===== config.mk =====
export PLATFORM = sky130hd
export DESIGN_NAME = unpacking_cdt2
export DESIGN_NICKNAME = d
export VERILOG_FILES = /design/src/rtl/cdt2_frame_pkg.sv /design/src/rtl/cdt2_sat_counter.sv /design/src/rtl/unpacking_cdt2.sv
export SDC_FILE = /design/constraint.sdc
export NUM_CORES = 1
export LEC_CHECK = 0
export CAP_MARGIN = 30
export CORE_AREA = 2 2 78 80
export DETAILED_ROUTE_END_ITERATION = 7
export DIE_AREA = 0 0 80 82
export DONT_BUFFER_PORTS = 1
export PLACE_DENSITY = 0.76
export RECOVER_POWER = 50
export SYNTH_ARGS = -nofsm -noshare
export SYNTH_HDL_FRONTEND = slang
export SYNTH_SLANG_ARGS = --single-unit

===== constraint.sdc =====
create_clock -name clk -period 2.75 [get_ports clk]
set_input_delay 0.55 -clock clk [delete_from_list [all_inputs] [get_ports clk]]
set_output_delay 0.55 -clock clk [all_outputs]
set_load 0.005 [all_outputs]

===== src/rtl/cdt2_frame_pkg.sv =====
// Shared CDT2 frame definition: segment sizes, trailer/idle words, receiver
// states and frame_err bit positions. Used by both the packer and the unpacker.
package cdt2_frame_pkg;

   localparam int SEG0_LEN  = 17;
   localparam int SEG1_LEN  = 16;
   localparam int SEG2_LEN  = 16;
   localparam int FRAME_LEN = SEG0_LEN + SEG1_LEN + SEG2_LEN + 2;

   localparam logic [15:0] TRAILER   = 16'h5555;
   localparam logic [15:0] IDLE_WORD = 16'd999;

   localparam int ERR_W       = 3;
   localparam int ERR_TRAILER = 0;
   localparam int ERR_CRATE   = 1;
   localparam int ERR_ABORT   = 2;

   typedef enum logic [2:0] {
      ST_IDLE = 3'd0,
      ST_SEG0 = 3'd1,
      ST_SEG1 = 3'd2,
      ST_SEG2 = 3'd3,
      ST_TRL  = 3'd4,
      ST_CRT  = 3'd5
   } state_t;

   // Index of the last word of the segment handled in state s.
   function automatic logic [4:0] seg_last(input state_t s);
      logic [4:0] last;
      last = '0;
      case (s)
         ST_SEG0: last = 5'(SEG0_LEN - 1);
         ST_SEG1: last = 5'(SEG1_LEN - 1);
         ST_SEG2: last = 5'(SEG2_LEN - 1);
         default: last = '0;
      endcase
      return last;
   endfunction

   // Segment number reported on data_ch for state s.
   function automatic logic [1:0] seg_ch(input state_t s);
      logic [1:0] ch;
      ch = '0;
      case (s)
         ST_SEG1: ch = 2'd1;
         ST_SEG2: ch = 2'd2;
         default: ch = 2'd0;
      endcase
      return ch;
   endfunction

endpackage


===== src/rtl/cdt2_sat_counter.sv =====
// Saturating up-counter: increments on inc, sticks at all-ones.
module cdt2_sat_counter #(
   parameter int W = 16
) (
   input  logic         clk,
   input  logic         rst_n,
   input  logic         inc,
   output logic [W-1:0] count
);

   localparam logic [W-1:0] MAX = {W{1'b1}};
   localparam logic [W-1:0] ONE = {{(W-1){1'b0}}, 1'b1};

   // Count events, holding at MAX instead of wrapping.
   always_ff @(posedge clk or negedge rst_n) begin
      if (!rst_n)
         count <= '0;
      else if (inc && (count != MAX))
         count <= count + ONE;
   end

endmodule


===== src/rtl/unpacking_cdt2.sv =====
// CDT2 frame unpacker: splits the 51-word serial frame into three tagged
// segments, checks the trailer and recovers the crate ID.
//
// state   | meaning
// --------+--------------------------------------------------------------
// ST_IDLE | outside a frame, waiting for sof
// ST_SEG0 | forwarding segment 0 words (ch0)
// ST_SEG1 | forwarding segment 1 words (ch1)
// ST_SEG2 | forwarding segment 2 words (ch2)
// ST_TRL  | trailer word on the link, compared against TRAILER
// ST_CRT  | crate word on the link, frame result reported next cycle
module unpacking_cdt2
   import cdt2_frame_pkg::*;
(
   input  logic        clk,
   input  logic        reset,
   input  logic [15:0] in,
   input  logic        sof,
   output logic [15:0] data_out,
   output logic        data_valid,
   output logic [1:0]  data_ch,
   output logic [4:0]  data_idx,
   output logic        frame_done,
   output logic [2:0]  frame_err,
   output logic [4:0]  crate_id,
   output logic [15:0] frame_cnt,
   output logic [15:0] err_cnt
);

   state_t           state;
   logic [4:0]       word_cnt;
   logic [ERR_W-1:0] flags;

   logic             abort;
   logic             in_crt;
   logic [ERR_W-1:0] end_flags;
   logic [ERR_W-1:0] abort_flags;
   logic             frame_inc;
   logic             err_inc;

   // Frame outcome for this word; counters must step on the same edge that
   // raises frame_done so that their new values line up with the pulse.
   always_comb begin
      abort                  = sof && (state != ST_IDLE);
      in_crt                 = (state == ST_CRT);
      end_flags              = flags;
      end_flags[ERR_CRATE]   = flags[ERR_CRATE] | (in_crt && (in[15:5] != '0));
      abort_flags            = flags;
      abort_flags[ERR_ABORT] = 1'b1;
      frame_inc              = in_crt && !sof && (end_flags == '0);
      err_inc                = abort || (in_crt && !sof && (end_flags != '0));
   end

   // Frame walker; every output is registered one cycle after its word.
   always_ff @(posedge clk or negedge reset) begin
      if (!reset) begin
         state      <= ST_IDLE;
         word_cnt   <= '0;
         flags      <= '0;
         data_out   <= '0;
         data_valid <= 1'b0;
         data_ch    <= '0;
         data_idx   <= '0;
         frame_done <= 1'b0;
         frame_err  <= '0;
         crate_id   <= '0;
      end else begin
         data_valid <= 1'b0;
         frame_done <= 1'b0;
         frame_err  <= '0;
         if (sof) begin
            // An unfinished frame is closed out, and this word still
            // starts the next frame in the same cycle.
            if (abort) begin
               frame_done <= 1'b1;
               frame_err  <= abort_flags;
            end
            flags      <= '0;
            data_valid <= 1'b1;
            data_out   <= in;
            data_ch    <= 2'd0;
            data_idx   <= 5'd0;
            word_cnt   <= 5'd1;
            state      <= ST_SEG0;
         end else begin
            case (state)
               ST_SEG0, ST_SEG1, ST_SEG2: begin
                  data_valid <= 1'b1;
                  data_out   <= in;
                  data_ch    <= seg_ch(state);
                  data_idx   <= word_cnt;
                  if (word_cnt == seg_last(state)) begin
                     word_cnt <= '0;
                     case (state)
                        ST_SEG0: state <= ST_SEG1;
                        ST_SEG1: state <= ST_SEG2;
                        default: state <= ST_TRL;
                     endcase
                  end else begin
                     word_cnt <= word_cnt + 5'd1;
                  end
               end
               ST_TRL: begin
                  if (in != TRAILER)
                     flags[ERR_TRAILER] <= 1'b1;
                  state <= ST_CRT;
               end
               ST_CRT: begin
                  frame_done <= 1'b1;
                  frame_err  <= end_flags;
                  if (end_flags == '0)
                     crate_id <= in[4:0];
                  state <= ST_IDLE;
               end
               default: state <= ST_IDLE;
            endcase
         end
      end
   end

   cdt2_sat_counter #(.W(16)) u_frame_cnt (
      .clk   (clk),
      .rst_n (reset),
      .inc   (frame_inc),
      .count (frame_cnt)
   );

   cdt2_sat_counter #(.W(16)) u_err_cnt (
      .clk   (clk),
      .rst_n (reset),
      .inc   (err_inc),
      .count (err_cnt)
   );

endmodule


Yosys cells after proc, flatten, opt, wreduce, memory -nomap -nowiden

Cells that the tools add are included.

Register bits: 74
Word-level logic and storage cells: 74

Bitwise operators: 1
Reduce and logical (&&, ||, !) cells: 20
Equality and inequality tests: 10
Multiplexer cells: 28
Add/sub/neg operators: 3

Operator list:

| operator                                                                  | count |
|---|---|
| 5-bit two-way mux                                                         | 7 |
| 16-bit by 1-bit adder with 16-bit output, second input constant           | 2 |
| 16-bit two-way mux                                                        | 2 |
| 16-bit inequality test, second input constant                             | 2 |
| 16-bit by 15-bit inequality test with 1-bit output, second input constant | 1 |
| 3-bit two-way mux                                                         | 4 |
| 3-bit case mux with 2 select lines                                        | 2 |
| 11-bit nonzero test                                                       | 1 |
| 5-bit case mux with 2 select lines                                        | 1 |
| 1-bit two-way mux                                                         | 8 |
| 1-bit logical AND                                                         | 7 |
| 3-bit by 2-bit == test with 1-bit output, second input constant           | 2 |
| 3-bit == test, second input constant                                      | 2 |
| 2-bit two-way mux                                                         | 3 |
| 2-bit nonzero test                                                        | 3 |
| 3-bit nonzero test                                                        | 2 |
| 5-bit by 1-bit adder with 5-bit output, second input constant             | 1 |
| 5-bit == test                                                             | 1 |
| 2-bit case mux with 2 select lines                                        | 1 |
| 3-bit by 1-bit == test with 1-bit output, second input constant           | 1 |
| 3-bit zero test                                                           | 1 |
| 3-bit inequality test, second input constant                              | 1 |
| 3-bit AND reduction                                                       | 1 |
| 3-bit OR reduction                                                        | 1 |
| other kinds (5)                                                           | 5 |

Longest topological paths before layout

Depth after elaboration: 9
Gate-level depth with buffers: 7
Gate-level depth less buffers: 6

Modules after synthesis

A second synthesis with hierarchy kept.

Cell total of the unflattened synthesis: 311
Area total of the unflattened synthesis: 3657.3 µm²

By module, submodules not included:

| module                          | area an instance (µm²) | cells an instance | sequential area each (µm²) | instances |
|---|---|---|---|---|
| unpacking_cdt2                  | 1913.1                 | 162               | 1051.0                     | 1 |
| cdt2_sat_counter at u_frame_cnt | 884.6                  | 77                | 400.4                      | 1 |
| cdt2_sat_counter at u_err_cnt   | 859.6                  | 72                | 400.4                      | 1 |

Least setup slack after synthesis

Ideal clock, no wire load.

Path type: in2reg
Start: input in[5]
End: register u_frame_cnt.count[15]
Setup slack: 0.602 ns
Data required time: 2.622 ns
Arrival: 2.021 ns
Stages on the path: 6
Path through: nor4_4 > nand4_2 > or2_1 > buf_6 > nor4_2 > mux2_1

Longest elaborated chain between the ends: 5

Ends and longest elaborated chain:

| item                 | RTL line               | RTL |
|---|---|---|
| start, declared      | unpacking_cdt2.sv:17   | `input logic [15:0] in,` |
| 11-bit nonzero test  | unpacking_cdt2.sv:47   | `end_flags[ERR_CRATE] = flags[ERR_CRATE] \| (in_crt && (in[15:5] != '0));` |
| 1-bit logical AND    | unpacking_cdt2.sv:47   |  |
| 3-bit zero test      | unpacking_cdt2.sv:50   | `frame_inc = in_crt && !sof && (end_flags == '0);` |
| 1-bit logical AND    | unpacking_cdt2.sv:50   |  |
| 1-bit logical AND    | cdt2_sat_counter.sv:18 | `else if (inc && (count != MAX))` |
| end signal, assigned | cdt2_sat_counter.sv:19 | `count <= count + ONE;` |
| end, declared        | cdt2_sat_counter.sv:8  | `output logic [W-1:0] count` |

No other way between the ends.
A chain may end at the register's enable or synchronous reset.

Worst setup path after layout

Start: register state[0]
End: register u_frame_cnt.count[15]

Longest elaborated chain between the ends: 5
Elaborated cells on any way between the ends: 6
Classes of those cells: eq/ne: 1; reduce/logical: 5

Ends and longest elaborated chain:

| item                   | RTL line               | RTL |
|---|---|---|
| start, declared        | unpacking_cdt2.sv:30   | `state_t state;` |
| start signal, assigned | unpacking_cdt2.sv:57   | `state <= ST_IDLE;` |
| start signal, assigned | unpacking_cdt2.sv:84   | `state <= ST_SEG0;` |
| start signal, assigned | unpacking_cdt2.sv:95   | `ST_SEG0: state <= ST_SEG1;` |
| 3-bit == test *        | unpacking_cdt2.sv:45   | `in_crt = (state == ST_CRT);` |
| 1-bit logical AND      | unpacking_cdt2.sv:47   |  |
| 3-bit zero test        | unpacking_cdt2.sv:50   |  |
| 1-bit logical AND *    | unpacking_cdt2.sv:50   |  |
| 1-bit logical AND *    | cdt2_sat_counter.sv:18 |  |

Mark *: on every way between the ends. The rest lies on a longest branch, timed or not.

==> impl_metrics.tcl <==
set metrics [dict create \
    status "finished with violations" \
    violations "capacitance limit, slew limit" \
    critPathKind "reg -> reg" \
    worst_pin_slew_ns 1.78 \
    drive_gt1_frac 0.182 \
    yosys_warnings 0 \
    core-area_mm2 0.00575 \
    synth_edf_count 0 \
    async_flop_share 1.00 \
    synth.largest_area_cell "dfrtp_1" \
    crit_arrival_ns 2.50 \
    antenna_found_initial 0 \
    synth.avg_cell_area_um2 11.8 \
    routabilityCongestion 0.788 \
    synth_cell_types 47 \
    hold_start "sof" \
    yosys.area.top_type_share 0.555 \
    die_x_um 80 \
    grt_pass1_wl_um 10100 \
    fin_worst_skew_ns 0.00623 \
    dp_slack_ns 0.367 \
    worstReg2RegStart "state[0]" \
    cts_hold_buf 1 \
    synth_cells 284 \
    cts_htree_levels 3 \
    layout_commonest_cell "dfrtp_1" \
    rsz0062_at_grt "false" \
    peakVddDrop_mv 0.360 \
    clock_path_buffers 2 \
    layout_setup_ws_ns 0.475 \
    vias 2234 \
    ioPinCount 84 \
    p_per_area_mw_per_mm2 669 \
    numCtsBuffers 9 \
    post_cts_buffers 0 \
    final_nets 313 \
    end_kind "flip-flop" \
    hold_class "in -> reg" \
    utilization 0.631 \
    cts_tree "built" \
    numClockSinks 74 \
    grt_pass1_vias 2150 \
    fin_cells 371 \
    path_max_fanout 11 \
    fin_crit_sh 0.827 \
    p_leak_uw 0.00161 \
    area_growth_pct 8.62 \
    hpwl_um 4450 \
    ys_ff_latch 74 \
    met3_usage 0.0637 \
    critPathLaunch "state[0]" \
    power.total_uw 2430 \
    fin_tns_setup_ns 0 \
    wl_per_cell_um 17.1 \
    drt_iter0_markers 79 \
    hold_viol 0 \
    slew_viol_final 75 \
    cts_resized 0 \
    chipHeight_um 82 \
    cp_data_required_time_ns 2.97 \
    maxSlewHeadroom -0.186 \
    vias_per_cell 6.02 \
    start_util 0.581 \
    drc 0 \
    grt_max_degree 75 \
    yosys-top-cells-area "dfrtp_1 (55%), mux2_2 (8.8%), xor2_1 (5.0%)" \
    synth-main-ff-cell "dfrtp_1" \
    diodes 0 \
    met2_usage 0.314 \
    die_area_mm2 0.00656 \
    grt_busiest_layer "met2" \
    synth_fp_nets 306 \
    grt_overflow 0 \
    yosysSeqAreaShare 0.555 \
    period_needed_ns 2.27 \
    antenna_left 0 \
    worstSkewPairLatency_ns 0.34 \
    syn_area_mm2 0.00334 \
    finalSetupViolations 0 \
    root_buffer "clkbuf_8" \
    port_buffers 0 \
    rows 28 \
    grt_util_met1 0.251 \
    placed_cells 354 \
    fmax_mhz 440 \
    cap_violations 1 \
    start_kind "flip-flop" \
    final_cell_mix "dfrtp_1 (74), mux2_2 (26), nand2_1 (25)" \
    wirelength_um 6340 \
    grt_usage 0.200 \
    dr.pass1.iters 4 \
    cts.clk_slew.worst_paths_ns 0.07 \
]
## flip-flops by register name, summed over array words and instances, names as in the netlist, 3 cells and up
| name | count |
|---|---|
| u_err_cnt.count | 16 |
| data_out | 16 |
| data_idx | 5 |
| u_frame_cnt.count | 16 |
| frame_err | 3 |
| crate_id | 5 |
| word_cnt | 5 |
| state | 3 |
## per-layer routing
| metal | vias up | part of all wire |
|---|---|---|
| li1 | 1038 | - |
| met2 | 71 | 0.47 |
| met1 | 1111 | 0.44 |
| met3 | 14 | 0.062 |
| met5 | - | 0 |
| met4 | 0 | 0.023 |
## worst max-delay path: stages, from the launching register on
cell and delay [ns]:
dfrtp_1 0.52, nand4bb_1 0.19, or2_2 0.35, or2_1 0.39
nor4_2 0.35, mux2_1 0.35
## stage by stage
step	hold WS [ns]	instance area, µm²
after detailed placement	0.256	3410
after global placement	0.256	3410
final	0.265	3630
after global routing	0.246	3630
after CTS	0.0951	3660
after floorplan	0.254	3340
## cells by family (layout without fill, tap and decap cells)
family                     Yosys count  count (layout)  share of synthesized area
adders and majority gates            3               3                     0.0112
buffers and inverters               11              23                     0.0157
and+or+nand+nor                    118             118                      0.205
DFF                                 74              74                      0.555
AOI/OAI and AO/OA                   23              23                     0.0487
xor gates and xnor gates            27              27                     0.0708
muxes                               28              28                     0.0940
## worst paths after layout
kind | to | slack, ns | cells after the start
worst min-delay path | data_idx[0] | 0.27 | 1
max in group asynchronous | data_out[14] | 1.02 | 1
worst max register to register | u_frame_cnt.count[15] | 0.48 | 5
worst min register to register | u_err_cnt.count[7] | 0.51 | 1
worst max-delay path | u_frame_cnt.count[15] | 0.48 | 5
min in group asynchronous | u_frame_cnt.count[8] | 0.68 | 1
## Yosys cell counts, drive strengths merged, types with 3 or more instances
cell type	count
a21oi	8
nor4	12
clkbuf	3
nor3	11
mux2	27
nor2	15
nand4	13
dfrtp	74
ha	3
or2	3
inv	4
nor2b	4
and2	3
xnor2	8
nor4b	5
o31ai	3
nand2	25
and3	3
buf	4
xor2	19
nand3	12
nand2b	3
## final cells by class
class                      count  area [µm²]
clock buffer                  10         138
clock inverter                 6        80.1
fill                         468        2120
inverter                       4        15.0
multi-input combinational    199        1430
sequential                    74        1850
tap                           75        93.8
timing repair buffer           3        20.0
## report_power, final
group / internal [µW] / switching [µW]
clock: 529 / 386
sequential: 1180 / 121
combinational: 102 / 111
Power figures use the tool's default switching activity.
